**src/rtl/stream_pkt_arbiter_if.sv**
```systemverilog
// Bundle of per-source request streams, the shared output stream and status.
// Ports: s_data_i/s_last_i/s_valid_i/en_i in, s_ready_o out (per source);
//        m_data_o/m_last_o/m_valid_o/m_id_o/busy_o out, m_ready_i in (shared).
interface stream_pkt_arbiter_if #(
  parameter int T_DATA_WIDTH = 4,
  parameter int N_SOURCES    = 4
);
  localparam int ID_W = (N_SOURCES > 1) ? $clog2(N_SOURCES) : 1;

  logic [T_DATA_WIDTH-1:0] s_data_i [N_SOURCES];
  logic [N_SOURCES-1:0]    s_last_i;
  logic [N_SOURCES-1:0]    s_valid_i;
  logic [N_SOURCES-1:0]    s_ready_o;
  logic [N_SOURCES-1:0]    en_i;
  logic [T_DATA_WIDTH-1:0] m_data_o;
  logic                    m_last_o;
  logic                    m_valid_o;
  logic                    m_ready_i;
  logic [ID_W-1:0]         m_id_o;
  logic                    busy_o;

  // Arbiter side.
  modport slave (
    input  s_data_i, s_last_i, s_valid_i, en_i, m_ready_i,
    output s_ready_o, m_data_o, m_last_o, m_valid_o, m_id_o, busy_o
  );

  // Environment side: sources, upsizer and enable control.
  modport master (
    output s_data_i, s_last_i, s_valid_i, en_i, m_ready_i,
    input  s_ready_o, m_data_o, m_last_o, m_valid_o, m_id_o, busy_o
  );
endinterface

```
**src/rtl/stream_pkt_arbiter.sv**
```systemverilog
// Purpose: round-robin packet arbiter merging N_SOURCES streams onto one stream.
// Latency: one IDLE arbitration cycle per packet; beats pass through combinationally.
// Backpressure: m_ready_i routed only to the granted source; low m_ready_i holds everything.
// Ports: clk, rst_n (async active-low), bus (stream_pkt_arbiter_if.slave).
module stream_pkt_arbiter #(
  parameter int T_DATA_WIDTH = 4,
  parameter int N_SOURCES    = 4
) (
  input logic                 clk,
  input logic                 rst_n,
  stream_pkt_arbiter_if.slave bus
);
  localparam int ID_W = (N_SOURCES > 1) ? $clog2(N_SOURCES) : 1;

  typedef enum logic {IDLE = 1'b0, LOCKED = 1'b1} state_t;

  state_t               state;
  logic [ID_W-1:0]      grant;
  logic [ID_W-1:0]      rr_ptr;
  logic                 busy_q;

  logic [N_SOURCES-1:0] req;
  logic                 found;
  logic [ID_W-1:0]      pick;
  logic [ID_W-1:0]      nxt_ptr;
  logic                 last_xfer;

  // Round-robin search: first requester at or after rr_ptr, wrapping modulo N.
  always_comb begin
    req   = bus.s_valid_i & bus.en_i;
    found = 1'b0;
    pick  = rr_ptr;
    for (int i = 0; i < N_SOURCES; i++) begin
      logic [ID_W-1:0] idx;
      idx = ID_W'((int'(rr_ptr) + i) % N_SOURCES);
      if (!found && req[idx]) begin
        found = 1'b1;
        pick  = idx;
      end
    end
  end

  assign nxt_ptr   = (grant == ID_W'(N_SOURCES - 1)) ? '0 : grant + 1'b1;
  assign last_xfer = bus.s_valid_i[grant] & bus.m_ready_i & bus.s_last_i[grant];

  always_ff @(posedge clk or negedge rst_n) begin
    if (!rst_n) begin
      state  <= IDLE;
      grant  <= '0;
      rr_ptr <= '0;
      busy_q <= 1'b0;
    end else begin
      case (state)
        IDLE: begin
          if (found) begin
            state  <= LOCKED;
            grant  <= pick;
            busy_q <= 1'b1;
          end
        end
        LOCKED: begin
          // Grant is held until the last beat moves; en_i and valid drops are ignored.
          if (last_xfer) begin
            state  <= IDLE;
            busy_q <= 1'b0;
            rr_ptr <= nxt_ptr;
          end
        end
        default: begin
          state  <= IDLE;
          busy_q <= 1'b0;
        end
      endcase
    end
  end

  // Data path is a pure mux on the registered grant; nothing is driven while IDLE.
  // m_id_o keeps showing the previous grant in IDLE.
  assign bus.m_data_o  = (state == LOCKED) ? bus.s_data_i[grant] : '0;
  assign bus.m_last_o  = (state == LOCKED) & bus.s_last_i[grant];
  assign bus.m_valid_o = (state == LOCKED) & bus.s_valid_i[grant];
  assign bus.s_ready_o = (state == LOCKED)
                         ? ((N_SOURCES'(1) << grant) & {N_SOURCES{bus.m_ready_i}})
                         : '0;
  assign bus.m_id_o    = grant;
  assign bus.busy_o    = busy_q;
endmodule

```
**src/flat_wrapper.sv**
```systemverilog
// flat-port wrapper written by rule: the top's interface ports become plain ports
module stream_pkt_arbiter_flat 
#(
  parameter int T_DATA_WIDTH = 4,
  parameter int N_SOURCES    = 4
)
  (clk, rst_n, bus_s_data_i, bus_s_last_i, bus_s_valid_i, bus_en_i, bus_m_ready_i, bus_s_ready_o, bus_m_data_o, bus_m_last_o, bus_m_valid_o, bus_m_id_o, bus_busy_o);
  stream_pkt_arbiter_if #(.T_DATA_WIDTH(T_DATA_WIDTH), .N_SOURCES(N_SOURCES)) bus_i ();
  input logic clk;
  input logic rst_n;
  input wire logic [$bits(bus_i.s_data_i)-1:0] bus_s_data_i;
  input wire logic [$bits(bus_i.s_last_i)-1:0] bus_s_last_i;
  input wire logic [$bits(bus_i.s_valid_i)-1:0] bus_s_valid_i;
  input wire logic [$bits(bus_i.en_i)-1:0] bus_en_i;
  input wire logic [$bits(bus_i.m_ready_i)-1:0] bus_m_ready_i;
  output wire logic [$bits(bus_i.s_ready_o)-1:0] bus_s_ready_o;
  output wire logic [$bits(bus_i.m_data_o)-1:0] bus_m_data_o;
  output wire logic [$bits(bus_i.m_last_o)-1:0] bus_m_last_o;
  output wire logic [$bits(bus_i.m_valid_o)-1:0] bus_m_valid_o;
  output wire logic [$bits(bus_i.m_id_o)-1:0] bus_m_id_o;
  output wire logic [$bits(bus_i.busy_o)-1:0] bus_busy_o;
  assign bus_i.s_data_i = {>>{bus_s_data_i}};
  assign bus_i.s_last_i = bus_s_last_i;
  assign bus_i.s_valid_i = bus_s_valid_i;
  assign bus_i.en_i = bus_en_i;
  assign bus_i.m_ready_i = bus_m_ready_i;
  assign bus_s_ready_o = bus_i.s_ready_o;
  assign bus_m_data_o = bus_i.m_data_o;
  assign bus_m_last_o = bus_i.m_last_o;
  assign bus_m_valid_o = bus_i.m_valid_o;
  assign bus_m_id_o = bus_i.m_id_o;
  assign bus_busy_o = bus_i.busy_o;
  stream_pkt_arbiter #(.T_DATA_WIDTH(T_DATA_WIDTH), .N_SOURCES(N_SOURCES)) u_core (.clk(clk), .rst_n(rst_n), .bus(bus_i));
endmodule
```
**config.mk**
```make
export PLATFORM = sky130hd
export DESIGN_NAME = stream_pkt_arbiter_flat
export DESIGN_NICKNAME = d
export VERILOG_FILES = /design/src/rtl/stream_pkt_arbiter_if.sv /design/src/rtl/stream_pkt_arbiter.sv /design/src/flat_wrapper.sv
export SDC_FILE = /design/constraint.sdc
export NUM_CORES = 1
export LEC_CHECK = 0
export ABC_CLOCK_PERIOD_IN_PS = 1500
export CORE_MARGIN = 2
export CORE_UTILIZATION = 31
export CTS_CLUSTER_DIAMETER = 30
export CTS_CLUSTER_SIZE = 28
export DETAILED_ROUTE_END_ITERATION = 10
export HOLD_SLACK_MARGIN = 0.08
export PLACE_DENSITY = 0.77
export SLEW_MARGIN = 20
export SYNTH_ARGS = -nofsm -noshare
export SYNTH_HDL_FRONTEND = slang
export SYNTH_SLANG_ARGS = --single-unit
```
**constraint.sdc**
```tcl
create_clock -name clk -period 1.5 [get_ports clk]
set_input_delay 0.225 -clock clk [delete_from_list [all_inputs] [get_ports clk]]
set_output_delay 0.225 -clock clk [all_outputs]
set_load 0.02 [all_outputs]
```
==> flow_summary.ini <==
[synthesis]
synth.top_cell.area_share = 0.242
ys_seq_elements = 6
dominantRegCellSynth = dfrtp_1
ys_seq_area_frac = 0.242
yosys.area.top_type = dfrtp_1
syn_nets = 92
synth_area_um2 = 621
ys_async_sr_fraction = 1.00
synth_edf_count = 0
synthTopCellsByArea = dfrtp_1 (24%), mux4_1 (17%), ha_1 (8.1%)
postSynthAreaPerCell_um2 = 10.9
synth_common_cells = nand2_1 (9), dfrtp_1 (6), and2_1 (5)
ys_types = 26
syn_inst = 57
yosysMostFrequentCell = nand2_1
yosysWarnings = 0

[clock_tree]
cts_max_path_buffers = 2
cts-htree-levels = 1
clk_pin_slew_worst_paths_ps = 60
cts_root_buf = clkbuf_4
tritoncts = done
numCtsBuffers = 3
clock_sinks = 6
clk_latency_ps = 240

[setup_path]
path_class = register to register
crit_slowest_cell = mux4_2
path_cells = buf_12, mux4_2, buf_4, buf_6, nand4_4, mux2_4
start_kind = register
critPathCaptureType = register
cpPeakStageDelay_ps = 500
crit_buf_inv = 3
required_ps = 1630
cp_top_family = multiplexers
rrSetupSlack_ps = -350
cp_max_fo = 5
worstPathArrival_ps = 1980

[die]
die_w_um = 48.7
core-area_um2 = 1920
chipHeight_um = 48.7
ios = 44
initial_utilization = 0.323
die_area_um2 = 2380
fp-row-count = 16

[power]
p_per_area_nw_per_um2 = 1830
ir_drop_v = 0.000944
power.leakage_nw = 0.601

[outcome]
outcome = complete, but fails checks
violations = negative setup slack

[global_route]
grt_overflow = 0
track_usage = 0.198
antenna_found_initial = 0
grt_pass1_wl_um = 3640
grt_start_max_net_pins = 13
grt_pass1_vias = 788

[placed_design]
hpwlAfterDp_um = 1720
globalplace.congestion = 0.752
place_inst = 140
portBuffers = 43
dp_slack_ps = -604

[timing]
slew_headroom = 0.764
fmax_mhz = 541
hold_violations = 0
fin_skew_ps = 11.5
finalMaxSlewViolations = 0
grt_setup_unrepaired = yes
worst_pin_slew_ps = 354
fin_crit_sh = 1.23
period_minus_slack_ps = 1850
fin_ws_ps = -349
setup_viol = 14

[drt]
dr.pass1.iters = 4
drt_iter0_markers = 7
antenna_left = 0
drc_errors = 0
wl_per_cell_um = 14.9
vias = 743
finalWirelength_um = 2260
routed_via_density = 4.89

[run]
cap_violations = 0

[layout]
diodes = 0
final_cells = 152
area_growth_pct = 118
layout-drive-gt1-share = 0.480
final_net_count = 161

[min_path]
hold_class = input port to asynchronous set/reset pin
cell usage in the layout (no fill, tap or decap), drive strengths merged:
master	count
dlygate4sd2	1
buf	35
o2111ai	1
o41ai	1
a21oi	2
o21ai	2
and3	4
o21a	1
inv	2
a41o	1
nand3b	1
and2	6
clkbuf	4
nand2	9
ha	4
mux2	2
nor3b	1
mux4	6
dfrtp	6
o31ai	1
a22oi	1
clkdlybuf4s50	31
nand4	3
flip-flops by register name, indices dropped and copies added, names as in the netlist:
name and flops:
u_core.bus.m_id_o 2, u_core.state 1, u_core.rr_ptr 2, u_core.bus.busy_o 1
path summary, 6_finish.rpt:
path	endpoint	cells past startpoint	start
worst max-delay path	u_core.rr_ptr[1]	6	u_core.bus.m_id_o[0]
min in group clk	u_core.bus.busy_o	2	u_core.bus.busy_o
max in group asynchronous	u_core.bus.m_id_o[0]	1	rst_n
worst min-delay path	u_core.state	1	rst_n
worst max register to register	u_core.rr_ptr[1]	6	u_core.bus.m_id_o[0]
worst min register to register	u_core.bus.busy_o	2	u_core.bus.busy_o
per-stage QoR:
step / hold WS (ps) / setup TNS, ps / power [W] / util / cell area, um^2
3_5_place_dp: 464 / -5940 / 0.00192 / 0.630 / 1210
5_1_grt: 248 / -4910 / 0.00262 / 0.704 / 1350
4_1_cts: 224 / -4030 / 0.00241 / 0.692 / 1330
3_3_place_gp: 463 / -5500 / 0.00189 / 0.630 / 1210
2_1_floorplan: -70.6 / -484 / 0.00120 / - / 634
6_report: 228 / -4230 / 0.00248 / 0.704 / 1350
cell type report:
| class | instances | area, um^2 |
|---|---|---|
| Timing Repair Buffer | 67 | 664 |
| Fill cell | 139 | 568 |
| Multi-Input combinational cell | 46 | 470 |
| Sequential cell | 6 | 151 |
| Tap cell | 27 | 33.8 |
| Clock buffer | 4 | 26.3 |
| Inverter | 2 | 7.51 |
per-layer routing:
layer / routed length (um) / track usage / part of all wire / vias to the layer above
li1: - / - / - / 357
met1: 857 / 0.227 / 0.38 / 358
met2: 1270 / 0.374 / 0.56 / 24
met3: 85 / 0.0278 / 0.038 / 4
met4: 42 / 0.0619 / 0.019 / 0
met5: 0 / 0 / 0 / -
where the power goes:
part | switching [W] | internal, W | total [W] | leakage [nW]
logic | 0.000760 | 0.00118 | 0.00194 | 0.518
registers | 0.000127 | 0.000243 | 0.000370 | 0.0678
clock network | 0.0000614 | 0.000101 | 0.000162 | 0.0150
total | 0.000948 | 0.00153 | 0.00248 | 0.601
kinds of logic (layout without fill, tap and decap cells):
family          Yosys count  after routing  synth area share
mux                       8              8             0.284
compound gates           10             10             0.113
flops                     6              6             0.242
buf+inv                   5             73            0.0443
simple gates             24             24             0.236
fa+ha+maj                 4              4            0.0806
repair_timing:
action | CTS | global route
pin swaps | 1 | 0
resized for setup | 77 | 6
hold buffers | 0 | 0
buffers inserted | 10 | 0
setup endpoints to repair | 16 | 16
Power figures use the tool's default switching activity.
